===== src/rtl/instruction_fetch_unit.sv =====
// Instruction fetch stage: owns the PC, drives instruction memory and fills the
// IF/ID pipeline register. Handles stall, flush, branch and jump redirects.
module instruction_fetch_unit #(
  parameter logic [31:0] RESET_PC = 32'h00000000,
  parameter logic [31:0] NOP_WORD = 32'h00000000
) (
  input  logic        Clk,
  input  logic        Rst,
  input  logic        Stall,
  input  logic        Flush,
  input  logic        BranchTaken,
  input  logic [31:0] BranchTarget,
  input  logic        Jump,
  input  logic [31:0] JumpTarget,
  input  logic [31:0] Instruction,
  output logic [31:0] PCAddress,
  output logic [31:0] IFID_Instruction,
  output logic [31:0] IFID_PCPlus4,
  output logic        IFID_Valid,
  output logic [31:0] FetchCount
);

  logic [31:0] pc_q, pc_d;
  logic [31:0] instr_q, instr_d;
  logic [31:0] pcp4_q, pcp4_d;
  logic        vld_q, vld_d;
  logic [31:0] cnt_q, cnt_d;
  logic [31:0] pc_plus4;
  logic        redirect;
  logic        squash;

  // Word-align a redirect target; the low two bits are never meaningful.
  function automatic logic [31:0] word_align(input logic [31:0] addr);
    word_align = addr & ~32'h0000_0003;
  endfunction

  assign pc_plus4 = pc_q + 32'd4;
  assign redirect = Jump | BranchTaken;
  assign squash   = Flush | redirect;

  always_comb begin
    pc_d = pc_plus4;
    if (Jump) begin
      pc_d = word_align(JumpTarget);
    end else if (BranchTaken) begin
      pc_d = word_align(BranchTarget);
    end else if (Stall) begin
      pc_d = pc_q;
    end
  end

  always_comb begin
    instr_d = Instruction;
    pcp4_d  = pc_plus4;
    vld_d   = 1'b1;
    if (squash) begin
      instr_d = NOP_WORD;
      pcp4_d  = 32'd0;
      vld_d   = 1'b0;
    end else if (Stall) begin
      instr_d = instr_q;
      pcp4_d  = pcp4_q;
      vld_d   = vld_q;
    end
  end

  // Count only edges that actually load a live instruction, not held ones.
  always_comb begin
    cnt_d = cnt_q;
    if (!squash && !Stall) begin
      cnt_d = cnt_q + 32'd1;
    end
  end

  // PC and IF/ID pipeline register.
  always_ff @(posedge Clk or negedge Rst) begin
    if (!Rst) begin
      pc_q    <= RESET_PC;
      instr_q <= NOP_WORD;
      pcp4_q  <= 32'd0;
      vld_q   <= 1'b0;
      cnt_q   <= 32'd0;
    end else begin
      pc_q    <= pc_d;
      instr_q <= instr_d;
      pcp4_q  <= pcp4_d;
      vld_q   <= vld_d;
      cnt_q   <= cnt_d;
    end
  end

  assign PCAddress        = pc_q;
  assign IFID_Instruction = instr_q;
  assign IFID_PCPlus4     = pcp4_q;
  assign IFID_Valid       = vld_q;
  assign FetchCount       = cnt_q;

endmodule


===== config.mk =====
export PLATFORM = sky130hd
export DESIGN_NAME = instruction_fetch_unit
export DESIGN_NICKNAME = d
export VERILOG_FILES = /design/src/rtl/instruction_fetch_unit.sv
export SDC_FILE = /design/constraint.sdc
export NUM_CORES = 1
export LEC_CHECK = 0
export ABC_AREA = 1
export ABC_CLOCK_PERIOD_IN_PS = 2100
export CAP_MARGIN = 5
export CORE_MARGIN = 2
export CORE_UTILIZATION = 35
export CTS_CLUSTER_SIZE = 24
export DETAILED_ROUTE_END_ITERATION = 16
export MAX_ROUTING_LAYER = met4
export PLACE_DENSITY = 0.73
export REMOVE_ABC_BUFFERS = 1
export SETUP_SLACK_MARGIN = 0.15
export SYNTH_ARGS = -nofsm -noshare
export SYNTH_HDL_FRONTEND = slang
export SYNTH_SLANG_ARGS = --single-unit

===== constraint.sdc =====
create_clock -name Clk -period 2.1 [get_ports Clk]
set_clock_uncertainty 0.1 [all_clocks]
set_input_delay 0.21 -clock Clk [delete_from_list [all_inputs] [get_ports Clk]]
set_output_delay 0.21 -clock Clk [all_outputs]
set_load 0.005 [all_outputs]

* Yosys cells after proc, flatten, opt, wreduce, memory -nomap -nowiden *
Cells that the tools add are included.

word-level totals
  register bits after elaboration = 129
  bits of input ports = 102
  output and inout bits = 129
  logic and storage cells = 22

cells by class
  add/subtract/negate cells = 2
  equality and inequality tests = 2
  mux-type cells = 8
  bitwise logic cells = 2
  reductions and logical operators = 3

operators by type and width
  operator                                        number
  two-way mux 32 bit                              6
  adder 32 x 1 -> 32 bit (second input constant)  1
  adder 32 x 3 -> 32 bit (second input constant)  1
  != test 3 x 1 -> 1 bit (second input constant)  1
  zero test 1 bit                                 2
  two-way mux 1 bit                               2
  != test 2 x 1 -> 1 bit (second input constant)  1
  bitwise OR 1 bit                                2
  logical AND 1 bit                               1

* Logic depth before layout (Yosys ltp) *
  word-level depth = 4
  mapped depth = 11
  depth with buffers taken out = 10

* Worst setup path before layout *
Ideal clock, no wire load.

  path type = reg2reg
  start point = reg pc_q[2], in the netlist PCAddress[2]
  end point = reg pcp4_q[28], in the netlist IFID_PCPlus4[28]
  library setup time = 0.118 ns
  data arrival time = 1.405 ns
  required time = 1.882 ns
  slack = 0.476 ns
  stages on the path, launching flop included = 10
  path buffers = 0
  period minus slack after synthesis = 1.624 ns
  path through = dfrtp_1 -> ha_1 -> nand2_1 -> nor2_2 -> nand2_2 -> nor2_1 -> nand2_1 -> nand2_1 -> a21oi_1 -> a21o_1

between the ends
  cells in the longest elaborated chain, start to end = 3

RTL lines
  item                    line  source
  start, declared         23    logic [31:0] pc_q, pc_d;
  start signal, assigned  84    pc_q <= pc_d;
  adder 32 x 3 -> 32 bit  37    assign pc_plus4 = pc_q + 32'd4;
  two-way mux 32 bit      60    end else if (Stall) begin
  two-way mux 32 bit      56    if (squash) begin
  end signal, assigned    86    pcp4_q <= pcp4_d;
  end, declared           25    logic [31:0] pcp4_q, pcp4_d;

Every way passes these cells. The select of a mux whose other input is x is not followed.
A chain may end at the register's enable or synchronous reset.

* Final worst setup path *
  start point = reg pc_q[23], in the netlist PCAddress[23]
  end point = out PCAddress[23]

RTL lines
  item           line  source
  end, declared  16    output logic [31:0] PCAddress,

No word-level cell between the ends.

==> metrics.yaml <==
cpLargestDelayFamily: "buffers and inverters"
cp_max_fo: 6
fillers: 1755
gp_congestion: 0.8903
met3_usage_pct: 4.795
first_pass_iters: 5
clock-sinks: 125
port_buffers: 222
p_int_mw: 5.194
grtUsageMet1_pct: 28.77
slowest_delay_ns: 0.57
status: "complete, no violations"
syn_inst: 852
clockPowerShare_pct: 44.6
pre_cts_slack_ns: 0.1388
crit_required_ns: 1.79
gr-usage-met2_pct: 34.19
track_usage_pct: 21.92
worst_slack_ns: 0.3067
dieArea_um2: 20370
path_class: "reg -> out"
ant_nets: 0
synth_ff_type: "dfrtp_1"
crit_slowest_cell: "clkdlybuf4s50_1"
top_usage_layer: "met2"
grt_max_degree: 64
place_area_um2: 9249
hp-class: "in -> async"
start_util_pct: 35.89
path_buf_inv: 1
pwr-share-comb_pct: 16.2
yosys_warnings: 0
hold_viol_final: 0
syn2layout_area_growth_pct: 47.33
vias: 6618
leakage_nw: 4.472
wl_mm: 21.16
synth_top_area_share_pct: 46.43
htree_levels: 4
n_antenna_cell: 0
power_density_nw_per_um2: 712.9
cap_violations: 0
antenna_found_initial: 0
crit_arrival_ns: 1.48
hpwl_mm: 15.34
netlist_area_um2: 6736
whs_ns: 0.1223
finalPower_mw: 7.075
finalCritPeriodShare_pct: 85.39
core_area_um2: 18770
drtIter0Drc: 381
p_seq_share_pct: 39.2
crit_chain: "clkdlybuf4s50_1"
synthArstFlopShare_pct: 100.0
routedWlPerCell_um: 15.98
setup_tns_ns: 0
ys_types: 34
setup_viol: 0
relSlewSlack_pct: 60.71
die_width_um: 142.7
syn_area_per_cell_um2: 7.907
yosysMostFrequentCell: "nand2_1"
path_clk_slew_ns: 0.06
overflow: 0
yosys-top-cells-count: "211 x nand2_1, 141 x nor2_1, 125 x dfrtp_1"
cts_buffer_depth: 2
final_nets: 1181
grt_pass1_vias: 6483
rsz0062_at_grt: "no"
drv_slew: 0
synth-seq-cells: 125
io_pins: 231
cp-end-kind: "output port"
root_buffer: "clkbuf_16"
fmax_ghz: 0.5576
cts_tree: "built"
vias_per_cell: 4.998
min_period_ns: 1.793
yosys.area.top_type: "dfrtp_1"
cp-start-kind: "flip-flop"
final_area_um2: 9925
ys_seq_area_share_pct: 46.43
worst_slew_pin_slew_ns: 0.5894
ir_drop_mv: 0.5147
clk_latency_ns: 0.42
drc_errors: 0
rows: 50
die_y_um: 142.7
cts_buffers: 17
synthTopCellsByArea: "dfrtp_1 46%, nand2_1 12%, nor2_1 7.9%"
drive_gt1_share_pct: 7.156
swShare_pct: 26.59
grt_first_pass_wirelength_mm: 33.86
synth_edf_count: 0
p_switching_mw: 1.881
[final cells by class]
cell class / count / area [µm²] / share of cell area (%)
multi-input combinational: 634 / 3233 / 32.58
sequential: 125 / 3128 / 31.52
timing repair buffer: 239 / 2407 / 24.26
clock buffer: 19 / 442.9 / 4.463
tap: 234 / 292.8 / 2.950
inverter: 60 / 230.2 / 2.320
clock inverter: 13 / 190.2 / 1.916
[power by group through the flow]
stage | clock, mW | sequential, mW | combinational, mW
final | 3.16 | 2.77 | 1.14
after floorplan | 0 | 2.76 | 0.432
after detailed placement | 0 | 2.81 | 1.13
after global routing | 3.35 | 2.80 | 1.27
after CTS | 3.23 | 2.77 | 1.14
after global placement | 0 | 2.81 | 1.12
[layer usage]
layer / share of wire [%] / vias to the layer above
met5: 0 / -
li1: - / 3258
met4: 1.6 / 0
met1: 45 / 3105
met3: 5.8 / 25
met2: 47 / 230
[path summary, 6_finish.rpt]
path / startpoint / to / slack, ns / cells after the start
max: PCAddress[23] / PCAddress[23] / 0.31 / 1
min: Rst / FetchCount[14] / 0.12 / 2
max reg2reg: PCAddress[3] / IFID_PCPlus4[20] / 0.32 / 7
min reg2reg: FetchCount[31] / FetchCount[31] / 0.36 / 1
max in group asynchronous: Rst / PCAddress[19] / 1.12 / 3
min in group Clk: Jump / PCAddress[3] / 0.18 / 4
[kinds of logic (layout without fill, tap and decap cells)]
group	after synthesis	after routing	share of synthesized area (%)
flip-flops	125	125	46.43
other	1	4	0.05567
AO/OA/AOI/OAI	160	160	15.42
XOR/XNOR	31	31	4.030
adder cells (fa/ha/maj)	2	2	0.3714
buffers and inverters	96	331	6.074
AND/OR/NAND/NOR	437	437	27.62
[sequential cells by signal (all words and copies together), names as in the netlist]
signal and cells:
IFID_Instruction 32, PCAddress 30, IFID_PCPlus4 30, FetchCount 32, IFID_Valid 1
[per-stage QoR]
step,util [%],instances
after global placement,49.28,1289
after CTS,52.71,1322
after global routing,52.88,1324
final,52.88,1324
after detailed placement,49.28,1289
after floorplan,-,819
[repair_timing]
item	in CTS	in global routing
hold buffers	1	0
endpoints found under the hold margin	125	0
endpoints found under the setup margin	0	19
gates resized for setup	0	7
setup buffers	0	2
[placed cells by master, fill, tap and decap left out, types with 2 or more instances in the layout]
| cell | count |
|---|---|
| inv_1 | 55 |
| clkinvlp_4 | 4 |
| xnor2_1 | 11 |
| buf_4 | 12 |
| nor2_1 | 139 |
| dfrtp_1 | 125 |
| clkdlybuf4s50_1 | 220 |
| nand2_1 | 211 |
| nand3_1 | 44 |
| a21oi_1 | 58 |
| buf_12 | 5 |
| inv_2 | 3 |
| conb_1 | 4 |
| inv_4 | 2 |
| clkbuf_16 | 17 |
| nand3b_1 | 5 |
| nor2_2 | 8 |
| xor2_1 | 20 |
| a22oi_1 | 6 |
| nor3_1 | 11 |
| nand3_2 | 3 |
| a21o_1 | 12 |
| o21ai_1 | 2 |
| o21ai_0 | 28 |
| a22o_1 | 49 |
| o22ai_1 | 3 |
| bufinv_16 | 4 |
| clkinv_4 | 3 |
| nor2_4 | 6 |
| nand4_1 | 4 |
| o21a_1 | 2 |
Note: power is estimated with default switching activity, not from simulation.
